## src/rtl/hpu_seq_pkg.sv

```systemverilog
// rtl/hpu_seq_pkg.sv - shared states and defaults for the HPU job sequencer
package hpu_seq_pkg;

  localparam int SRC_BEATS_DEF = 512;
  localparam int DST_BEATS_DEF = 32;
  localparam int FRAME_W_DEF   = 16;
  localparam int TO_W_DEF      = 20;
  localparam int MAT_W         = 10;

  typedef enum logic [2:0] {
    ST_IDLE = 3'd0,
    ST_MATW = 3'd1,
    ST_GAP  = 3'd2,
    ST_RUN  = 3'd3,
    ST_DONE = 3'd4,
    ST_ERR  = 3'd5
  } seq_state_t;

endpackage

```

## src/rtl/beat_frame_ctr.sv

```systemverilog
// rtl/beat_frame_ctr.sv - beat counter wrapping every BEATS beats, with a saturating frame count
module beat_frame_ctr #(
  parameter int BEATS   = 512,
  parameter int FRAME_W = 16
) (
  input  logic               clk,
  input  logic               rst,
  input  logic               clr,
  input  logic               beat,
  input  logic               en,
  output logic [FRAME_W-1:0] frames,
  output logic               wrap
);

  localparam int BW = (BEATS > 1) ? $clog2(BEATS) : 1;
  localparam logic [BW-1:0] LAST_BEAT = BW'(BEATS - 1);

  logic [BW-1:0] beat_cnt;
  logic          hit;

  assign hit  = beat & en;
  assign wrap = hit && (beat_cnt == LAST_BEAT);

  always_ff @(posedge clk or posedge rst) begin
    if (rst) begin
      beat_cnt <= '0;
      frames   <= '0;
    end else if (clr) begin
      beat_cnt <= '0;
      frames   <= '0;
    end else if (hit) begin
      if (wrap) begin
        beat_cnt <= '0;
        if (frames != '1)
          frames <= frames + FRAME_W'(1);
      end else begin
        beat_cnt <= beat_cnt + BW'(1);
      end
    end
  end

endmodule

```

## src/rtl/hpu_job_seq.sv

```systemverilog
// rtl/hpu_job_seq.sv - autonomous matrix-load / source-frame job sequencer with stall watchdog
module hpu_job_seq
  import hpu_seq_pkg::*;
#(
  parameter int SRC_BEATS = SRC_BEATS_DEF,
  parameter int DST_BEATS = DST_BEATS_DEF,
  parameter int FRAME_W   = FRAME_W_DEF,
  parameter int TO_W      = TO_W_DEF
) (
  input  logic               clk,
  input  logic               rst,
  input  logic               start,
  input  logic               abort,
  input  logic [MAT_W-1:0]   cfg_mat_beats,
  input  logic [FRAME_W-1:0] cfg_frames,
  input  logic [TO_W-1:0]    cfg_timeout,
  input  logic               in_valid,
  input  logic               in_ready,
  input  logic               out_valid,
  input  logic               out_ready,
  output logic               matw,
  output logic               run,
  output logic               last,
  output logic               busy,
  output logic               done,
  output logic               err,
  output logic [FRAME_W-1:0] frames_in,
  output logic [FRAME_W-1:0] frames_out
);

  seq_state_t state, state_nxt;

  logic [MAT_W-1:0]   cfg_mat_q, mat_cnt;
  logic [FRAME_W-1:0] cfg_frames_q, frames_last;
  logic [TO_W-1:0]    cfg_to_q, wd_cnt;
  logic               err_q, in_done;
  logic               in_beat, out_beat, any_beat;
  logic               launch, job_clr;
  logic               mat_last, wd_active, wd_trip, job_end;
  logic               in_en, out_en, in_wrap, out_wrap;

  assign in_beat     = in_valid & in_ready;
  assign out_beat    = out_valid & out_ready;
  assign any_beat    = in_beat | out_beat;
  assign launch      = (state == ST_IDLE) && start;
  assign job_clr     = launch && (cfg_frames != '0);
  assign frames_last = cfg_frames_q - FRAME_W'(1);

  assign mat_last  = in_beat && (mat_cnt == cfg_mat_q - MAT_W'(1));
  assign wd_active = (state == ST_MATW) || (state == ST_RUN);
  assign wd_trip   = wd_active && !any_beat && (cfg_to_q != '0) &&
                     (wd_cnt == cfg_to_q - TO_W'(1));
  assign job_end   = out_wrap && (frames_out == frames_last);

  // Input beats stop counting once the job's last source frame is complete.
  assign in_en  = (state == ST_RUN) && !in_done;
  assign out_en = (state == ST_RUN);

  beat_frame_ctr #(.BEATS(SRC_BEATS), .FRAME_W(FRAME_W)) u_in_ctr (
    .clk    (clk),
    .rst    (rst),
    .clr    (job_clr),
    .beat   (in_beat),
    .en     (in_en),
    .frames (frames_in),
    .wrap   (in_wrap)
  );

  beat_frame_ctr #(.BEATS(DST_BEATS), .FRAME_W(FRAME_W)) u_out_ctr (
    .clk    (clk),
    .rst    (rst),
    .clr    (job_clr),
    .beat   (out_beat),
    .en     (out_en),
    .frames (frames_out),
    .wrap   (out_wrap)
  );

  always_ff @(posedge clk or posedge rst) begin
    if (rst)
      state <= ST_IDLE;
    else
      state <= state_nxt;
  end

  always_comb begin
    state_nxt = state;
    if (abort && (state != ST_IDLE)) begin
      state_nxt = ST_IDLE;
    end else begin
      case (state)
        ST_IDLE: begin
          if (start) begin
            if (cfg_frames == '0)
              state_nxt = ST_DONE;
            else if (cfg_mat_beats == '0)
              state_nxt = ST_GAP;
            else
              state_nxt = ST_MATW;
          end
        end
        ST_MATW: begin
          if (mat_last)
            state_nxt = ST_GAP;
          else if (wd_trip)
            state_nxt = ST_ERR;
        end
        ST_GAP:  state_nxt = ST_RUN;
        ST_RUN: begin
          if (job_end)
            state_nxt = ST_DONE;
          else if (wd_trip)
            state_nxt = ST_ERR;
        end
        ST_DONE: state_nxt = ST_IDLE;
        ST_ERR: begin
          if (start)
            state_nxt = ST_IDLE;
        end
        default: state_nxt = ST_IDLE;
      endcase
    end
  end

  always_comb begin
    matw = 1'b0;
    run  = 1'b0;
    last = 1'b0;
    busy = 1'b0;
    done = 1'b0;
    case (state)
      ST_MATW: begin
        matw = 1'b1;
        busy = 1'b1;
      end
      ST_GAP:  busy = 1'b1;
      ST_RUN: begin
        run  = 1'b1;
        busy = 1'b1;
        last = (frames_in == frames_last);
      end
      ST_DONE: done = 1'b1;
      default: ;
    endcase
  end

  assign err = err_q;

  always_ff @(posedge clk or posedge rst) begin
    if (rst) begin
      cfg_mat_q    <= '0;
      cfg_frames_q <= '0;
      cfg_to_q     <= '0;
      err_q        <= 1'b0;
    end else if (launch) begin
      cfg_mat_q    <= cfg_mat_beats;
      cfg_frames_q <= cfg_frames;
      cfg_to_q     <= cfg_timeout;
      err_q        <= 1'b0;
    end else if (state_nxt == ST_ERR) begin
      err_q <= 1'b1;
    end
  end

  always_ff @(posedge clk or posedge rst) begin
    if (rst)
      mat_cnt <= '0;
    else if (job_clr)
      mat_cnt <= '0;
    else if ((state == ST_MATW) && in_beat && (mat_cnt != '1))
      mat_cnt <= mat_cnt + MAT_W'(1);
  end

  always_ff @(posedge clk or posedge rst) begin
    if (rst)
      in_done <= 1'b0;
    else if (job_clr)
      in_done <= 1'b0;
    else if (in_wrap && (frames_in == frames_last))
      in_done <= 1'b1;
  end

  // Stall counter only runs in the phases that wait on stream traffic.
  always_ff @(posedge clk or posedge rst) begin
    if (rst)
      wd_cnt <= '0;
    else if (!wd_active || any_beat)
      wd_cnt <= '0;
    else if (wd_cnt != '1)
      wd_cnt <= wd_cnt + TO_W'(1);
  end

endmodule
```

## config.mk

```make
export PLATFORM = sky130hd
export DESIGN_NAME = hpu_job_seq
export DESIGN_NICKNAME = d
export VERILOG_FILES = /design/src/rtl/hpu_seq_pkg.sv /design/src/rtl/beat_frame_ctr.sv /design/src/rtl/hpu_job_seq.sv
export SDC_FILE = /design/constraint.sdc
export NUM_CORES = 1
export LEC_CHECK = 0
export BUFFER_PORTS_ARGS = -buffer_cell sky130_fd_sc_hd__buf_4
export CAP_MARGIN = 20
export CORE_MARGIN = 5
export CORE_UTILIZATION = 50
export CTS_CLUSTER_SIZE = 10
export DETAILED_ROUTE_END_ITERATION = 10
export HOLD_SLACK_MARGIN = 0.12
export PLACE_DENSITY = 0.7
export RECOVER_POWER = 25
export SYNTH_ARGS = -nofsm -noshare
export SYNTH_HDL_FRONTEND = slang
export SYNTH_SLANG_ARGS = --single-unit
```

## constraint.sdc

```tcl
create_clock -name clk -period 5.4 [get_ports clk]
set_input_delay 0.81 -clock clk [delete_from_list [all_inputs] [get_ports clk]]
set_output_delay 0.81 -clock clk [all_outputs]
set_load 0.01 [all_outputs]
```

# Word level (Yosys, flattened, before mapping)
# Index checks and enable logic that the tools add are counted.
[classes] n_addsub=9 n_eq_ne=16 mux=36 bitwise=5 n_reduce_logical=38
[op_table] op="$mux 16" count=8
[op_table] op="$mux 20" count=2
[op_table] op="$add 16x1->16 const B" count=2
[op_table] op="$eq 16x16->1" count=2
[op_table] op="$ne 16x16->1 const B" count=2
[op_table] op="$mux 9" count=3
[op_table] op="$mux 3" count=7
[op_table] op="$add 20x1->20 const B" count=1
[op_table] op="$eq 20x20->1" count=1
[op_table] op="$mux 10" count=2
[op_table] op="$ne 20x20->1 const B" count=1
[op_table] op="$reduce_bool 2->1" count=10
[op_table] op="$reduce_bool 20->1" count=1
[op_table] op="$sub 20x1->20 const B" count=1
[op_table] op="$logic_not 16->1" count=1
[op_table] op="$reduce_bool 16->1" count=1
[op_table] op="$sub 16x1->16 const B" count=1
[op_table] op="$mux 5" count=3
[op_table] op="$pmux 3 s5" count=1
[op_table] op="$logic_and 1x1->1" count=14
[op_table] op="$add 10x1->10 const B" count=1
[op_table] op="$eq 10x10->1" count=1
[op_table] op="$logic_not 10->1" count=1
[op_table] op="$ne 10x10->1 const B" count=1
[op_table] op="other kinds (18)" count=36
[word_totals] ff_bits=127 in_bits=54 output_inout_bits=38 wordCells=116

# Longest topological paths before layout
# Gate-level depths: netlist of run 1.
[logic_depth] depth_word=13 ltp_mapped=15 ltp_nobuf=13

# Cells and area by module
# A second synthesis of run 1 with hierarchy kept.
[unflattened] hier_cells=899 hier_area_um2=8295.5
[modules_own_cells] module="hpu_job_seq" n_inst=1 cells_per_inst=626 area_per_inst_um2=5729.2 seq_area_each_um2=2026.9
[modules_own_cells] module="beat_frame_ctr at u_in_ctr" n_inst=1 cells_per_inst=149 area_per_inst_um2=1380.1 seq_area_each_um2=625.6
[modules_own_cells] module="beat_frame_ctr at u_out_ctr" n_inst=1 cells_per_inst=124 area_per_inst_um2=1186.1 seq_area_each_um2=525.5

# Worst setup path after synthesis of run 1
# Ideal clock, no wire load.
[synth_path] path_type="register to output" startpoint="reg cfg_frames_q[0]" endpoint="out last" arrival_ns=2.277 t_required_ns=4.590 path_slack_ns=2.313 stages_incl_launch_ff=11 n_path_buf=1 path_cell_list="dfrtp_1 clkbuf_1 inv_1 ha_1 nor4b_4 nand3b_1 xnor2_1 xnor2_1 nor4_1 nand4_1 nor2_1"
[synth_between] elab_chain_cells=3
[synth_lines] item="start: declaration" line="hpu_job_seq.sv:34" text="logic [FRAME_W-1:0] cfg_frames_q, frames_last;"
[synth_lines] item="start signal: assignment" line="hpu_job_seq.sv:157" text="cfg_frames_q <= cfg_frames;"
[synth_lines] item="$sub 16x1->16" line="hpu_job_seq.sv:47" text="assign frames_last = cfg_frames_q - FRAME_W'(1);"
[synth_lines] item="$eq 16x16->1" line="hpu_job_seq.sv:140" text="last = (frames_in == frames_last);"
[synth_lines] item="$mux 1" line="hpu_job_seq.sv:131" text="case (state)"
[synth_lines] item="end: declaration" line="hpu_job_seq.sv:23" text="output logic last,"
# No other way between the ends.

==> results of run 1 <==
==> Yosys cell counts (7+ instances only) <==
library cell | number | area [um2]
dfrtp_1 | 127 | 3178
nor2_1 | 100 | 375.4
xnor2_1 | 74 | 648.1
xor2_1 | 53 | 464.2
nand2_1 | 49 | 183.9
mux2_2 | 46 | 518.0
a21oi_1 | 35 | 175.2
nand4_1 | 34 | 212.7
nand3_1 | 28 | 140.1
nor3_1 | 27 | 135.1
inv_1 | 24 | 90.09
clkbuf_1 | 22 | 82.58
nor4_1 | 21 | 131.4
o21ai_0 | 21 | 105.1
and3_1 | 18 | 112.6
or3_1 | 15 | 93.84
ha_1 | 12 | 150.1
a31oi_1 | 9 | 56.30
and4_1 | 7 | 61.31
mux2i_1 | 7 | 70.07
nand3b_1 | 7 | 52.55
==> routing by layer <==
| metal | share of wire (%) | wire length, um | vias to the layer above | track usage [%] |
|---|---|---|---|---|
| met1 | 43 | 8440 | 3131 | 29.18 |
| met5 | 0 | 0 | - | 0 |
| met3 | 5.5 | 1065 | 45 | 5.498 |
| met2 | 48 | 9376 | 192 | 36.01 |
| li1 | - | - | 3188 | - |
| met4 | 3.0 | 580 | 0 | 8.791 |
==> sequential cells by signal, indices dropped and copies added, names as in the netlist <==
| register | cells |
|---|---|
| wd_cnt | 20 |
| err | 1 |
| state | 3 |
| mat_cnt | 10 |
| cfg_mat_q | 10 |
| in_done | 1 |
| u_out_ctr.beat_cnt | 5 |
| u_in_ctr.frames | 16 |
| u_out_ctr.frames | 16 |
| cfg_frames_q | 16 |
| u_in_ctr.beat_cnt | 9 |
| cfg_to_q | 20 |
==> area by class of cell <==
type | instances | share of cell area [%]
multi-input combinational | 653 | 47.15
sequential | 127 | 33.62
timing repair buffer | 97 | 7.663
clock buffer | 22 | 5.016
tap | 216 | 2.859
clock inverter | 10 | 2.687
inverter | 25 | 1.006
==> cells by family (layout without fill, tap and decap cells) <==
| family | count (synthesis) | after routing | synth area share, % |
|---|---|---|---|
| XOR/XNOR | 127 | 127 | 14.10 |
| AND/OR/NAND/NOR | 348 | 348 | 23.71 |
| adder cells (fa/ha/maj) | 12 | 12 | 1.903 |
| AO/OA/AOI/OAI | 113 | 113 | 9.245 |
| multiplexers | 53 | 53 | 7.453 |
| flip-flops | 127 | 127 | 40.28 |
| buffers and inverters | 62 | 154 | 3.314 |
==> where the power goes <==
part	switching, mW	internal (mW)	total, mW
combinational	0.646	0.652	1.30
sequential	0.367	1.14	1.51
clock	0.420	0.995	1.41
==> through the flow <==
step / worst slack, ns / total power [mW] / hold slack (ns) / instance area (um2) / util (%)
4_1_cts: 1.535 / 4.241 / 0.4909 / 9444 / 60.33
2_1_floorplan: 1.206 / 2.508 / 0.4444 / 7890 / -
3_3_place_gp: 2.057 / 2.781 / 0.4749 / 8716 / 55.67
5_1_grt: 0.6088 / 4.496 / 0.5205 / 9454 / 60.39
6_report: 1.441 / 4.224 / 0.4860 / 9454 / 60.39
3_5_place_dp: 2.000 / 2.810 / 0.4839 / 8716 / 55.67
==> worst max-delay path: cells and delay by family <==
family                 cells  cell delay, ns
buffers and inverters      3            3.02
==> final timing paths <==
path	startpoint	to	slack (ns)	cells after the start
max	rst	u_in_ctr.frames[4]	1.44	3
min	u_in_ctr.beat_cnt[4]	u_in_ctr.beat_cnt[4]	0.49	1
max reg2reg	u_in_ctr.beat_cnt[0]	u_in_ctr.frames[13]	2.04	13
min reg2reg	u_in_ctr.beat_cnt[4]	u_in_ctr.beat_cnt[4]	0.49	1
max in group clk	cfg_frames_q[0]	last	1.53	10
min in group asynchronous	rst	cfg_to_q[4]	0.73	2
==> impl_metrics.yaml, run 1 <==
outcome:
  outcome: "finished, violations left"
  violations: "max-capacitance violations, max-slew violations"
power_and_ir_drop:
  power_leakage_nw: 4.041
  peakVddDrop_mv: 0.2511
  cellPowerDensity_nw_per_um2: 446.8
synth:
  synth.avg_cell_area_um2: 9.371
  syn_inst: 842
  ys_seq_area_share_pct: 40.28
  yosysUniqueCellTypes: 63
  syn-num-nets: 908
  netlist_area_um2: 7890
  synth_edf_count: 0
  ys_warn_count: 0
  synth_flop_cell: "dfrtp_1"
  synth-seq-cells: 127
  async_flop_share_pct: 100.0
final_layout:
  syn_to_final_growth_pct: 19.82
  final_common_cell: "dfrtp_1"
  n_antenna_cell: 0
  final_cells: 1150
  n_fill_cell: 1347
  multi_input_area_um2: 4458
  final_nets: 987
  regArea_um2: 3178
  drive_above_1_share_pct: 20.56
  final_cell_mix: "dfrtp_1 (127), nor2_1 (99), buf_4 (94)"
critical_path:
  crit_path_end_kind: "asynchronous set/reset pin"
  path_class: "in -> async"
  critPathMaxFanout: 53
  worstPathArrival_ns: 3.88
  critical_path.max_stage_delay_ns: 2.06
  startpoint_type: "input port"
  cp_slowest_cell: "clkbuf_1"
  worstPathRequired_ns: 5.32
  path_cells: "clkbuf_4 -> clkinvlp_2 -> clkbuf_1"
placed_design:
  place_inst: 1116
  gp_congestion: 0.9514
  port_buffers: 91
  dpl.hpwl_um: 14220
route:
  vias: 6556
  post_drt_wl_per_cell_um: 16.92
  drc: 0
  ant_nets: 0
  via_per_inst: 5.701
  wl_um: 19460
  drtPass1Iterations: 5
  drt_iter0_drc: 422
clock_network:
  post-cts-setup-buffer-count: 0
  clk_pin_slew_ns: 0.05
  clock_latency_ns: 0.43
  cts_buffers: 17
  clock_path_buffers: 2
  clock-sinks: 127
  root_buffer: "clkbuf_16"
  holdBufCountCts: 0
  cts_resized: 0
  cts-htree-levels: 4
  cts_tree: "done"
grt:
  grt_pass1_wl_um: 32510
  grt_start_max_net_pins: 86
  gr-total-overflow: 0
  grt_pass1_vias: 6388
  globalRouteTotalUtil_pct: 22.39
  grt_antenna_before_repair: 0
flow_run:
  maxCapViolCount: 2
sta:
  hold_viol_final: 0
  setup_violations: 0
  rsz0062_at_grt: "false"
  finalCritPeriodShare_pct: 73.31
  worst_pin_slew_ns: 2.815
  finalCriticalPeriod_ns: 3.959
  skew_ns: 0.009061
  slew_headroom_pct: -87.66
  fmaxAchievable_mhz: 252.6
  finalMaxSlewViolations: 54
  fin_setup_tns_ns: 0
floorplanning:
  die_area_um2: 18390
  initial_core_util_pct: 50.40
  fp-row-count: 46
  fp.dieW_um: 135.6
  num_io_pins: 92
  core_um2: 15660
  die_h_um: 135.6
min_path:
  min_path_type: "reg -> reg"
(Power assumes the default switching activity.)
==> run 2, diff against run 1 <==
--- a/config.mk
+++ b/config.mk
@@ -12,7 +12,7 @@
 export CTS_CLUSTER_SIZE = 10
 export DETAILED_ROUTE_END_ITERATION = 10
 export HOLD_SLACK_MARGIN = 0.12
-export PLACE_DENSITY = 0.7
+export PLACE_DENSITY = 0.73
 export RECOVER_POWER = 25
 export SYNTH_ARGS = -nofsm -noshare
 export SYNTH_HDL_FRONTEND = slang
==> constraint.sdc (replaced) <==
create_clock -name clk -period 3.45 [get_ports clk]
set_input_delay 0.5175 -clock clk [delete_from_list [all_inputs] [get_ports clk]]
set_output_delay 0.5175 -clock clk [all_outputs]
set_load 0.01 [all_outputs]
==> impl_metrics.yaml, run 2 (same netlist as run 1, synthesis figures left out) <==
critical_path:
  worstReg2RegStart: "u_in_ctr.beat_cnt[0]"
  ff2ff_path_depth: 13
  worstPathArrival_ns: 2.82
  reg2reg_slack_ns: 0.33
  path_class: "reg -> out"
  r2r-end: "u_in_ctr.frames[13]"
  crit_path_end_kind: "output pin"
  startpoint_type: "flop"
  worstPathRequired_ns: 2.93
  critPathMaxFanout: 8
min_path:
  min_path_type: "in -> reg"
  hold_path_depth: 2
  hold_end: "cfg_to_q[5]"
  hp-start: "cfg_timeout[5]"
grt:
  gr-total-overflow: 0
  grt_pass1_vias: 6340
  globalRouteTotalUtil_pct: 21.88
  grt_pass1_wl_um: 31920
  grt_start_max_net_pins: 55
  grt_antenna_before_repair: 3
clock_network:
  holdBufCountCts: 0
  cts_buffers: 17
  cts-htree-levels: 4
  root_buffer: "clkbuf_16"
  clk_pin_slew_ns: 0.06
  cts_tree: "done"
  clock_path_buffers: 2
  clock-sinks: 127
  clock_latency_ns: 0.42
final_layout:
  multi_input_area_um2: 4503
  final_cell_mix: "dfrtp_1 (126), buf_4 (102), nor2_1 (99)"
  final_cells: 1157
  final_cell_area_um2: 9445
  drive_above_1_share_pct: 21.89
  n_fill_cell: 1338
  post-route-util_pct: 60.33
  syn_to_final_growth_pct: 19.71
  largestRegisters: "cfg_to_q (20), wd_cnt (20)"
  final_common_cell: "dfrtp_1"
  regArea_um2: 3179
  final_nets: 994
  n_antenna_cell: 0
power_and_ir_drop:
  cellPowerDensity_nw_per_um2: 670.3
  power_leakage_nw: 4.036
  finalPower_mw: 6.331
  peakVddDrop_mv: 0.3860
outcome:
  outcome: "finished, final reports clean"
route:
  post_drt_wl_per_cell_um: 16.73
  drtPass1Iterations: 7
  ant_nets: 0
  drt_iter0_drc: 462
  vias: 6557
  drc: 0
  wl_um: 19360
  via_per_inst: 5.667
placed_design:
  gp_congestion: 0.9370
  place_inst: 1122
  place_ws_ns: 0.2975
  port_buffers: 91
  dpl_cell_area_um2: 8775
  dpl.hpwl_um: 14280
floorplanning:
  die_h_um: 135.6
  die_area_um2: 18390
  initial_core_util_pct: 50.40
  num_io_pins: 92
  fp-row-count: 46
  fp.dieW_um: 135.6
  core_um2: 15660
sta:
  finalMaxSlewViolations: 0
  skew_ns: 0.006450
  fin_setup_tns_ns: 0
  slew_headroom_pct: 3.254
  hold_viol_final: 0
  worst_pin_slew_ns: 1.443
  holdWs_ns: 0.3222
  setup_ws_ns: 0.1149
  finalCritPeriodShare_pct: 96.67
  finalCriticalPeriod_ns: 3.335
  fmaxAchievable_mhz: 299.8
  rsz0062_at_grt: "false"
  setup_violations: 0
flow_run:
  maxCapViolCount: 0
-- run 2: cell types whose count changed in the layout (fill, tap and decap cells not counted), sizes merged --
cell and change:
clkinvlp +3, bufinv -5, clkinv +1, buf +8
-- run 2: how the worst max path moves through the flow --
stage                          from                  end  slack [ns]  depth (start not counted)
5_1_grt             cfg_frames_q[0]                 last       0.007                         10
2_1_floorplan  u_in_ctr.beat_cnt[0]  u_in_ctr.frames[13]        0.51                         15
3_5_place_dp        cfg_frames_q[0]                 last        0.30                         10
3_3_place_gp        cfg_frames_q[0]                 last        0.42                         10
6_report            cfg_frames_q[0]                 last        0.11                         10
4_1_cts             cfg_frames_q[0]                 last        0.03                         10
-- run 2: power by group --
part	switching (mW)	internal, mW	total (mW)
clock network	0.646	1.21	1.86
registers	0.577	1.79	2.37
logic	1.03	1.07	2.10
total	2.26	4.08	6.33
-- run 2: per-layer routing --
| metal | up-vias | part of all wire [%] | GRT usage [%] |
|---|---|---|---|
| li1 | 3193 | - | - |
| met1 | 3132 | 42 | 27.19 |
| met2 | 175 | 49 | 36.28 |
| met3 | 51 | 6.0 | 5.944 |
| met4 | 6 | 2.9 | 8.679 |
| met5 | - | 0.24 | 0 |
-- run 2: cell type report --
class                   instances  area share (%)
clock inverters                 9           1.391
well taps                     216           2.861
repair buffers                104           8.239
multi-input cells             653           47.68
flip-flops and latches        127           33.66
inverters                      25           1.007
clock buffers                  23           5.166
-- run 2: critical path, stage by stage (launching register included) --
cell	delay [ns]
dfrtp_2	0.45
inv_1	0.12
ha_4	0.19
or4b_1	0.51
nor3_2	0.17
xnor2_1	0.15
nand2_1	0.09
nor4_2	0.31
nand4_1	0.12
nor2_1	0.13
buf_4	0.15
-- run 2: timing repair --
action,4_1_cts,5_1_grt
buffers inserted,1,2
cloned,0,0
setup endpoints to repair,1,1
pin swaps,1,1
resized for setup,4,4
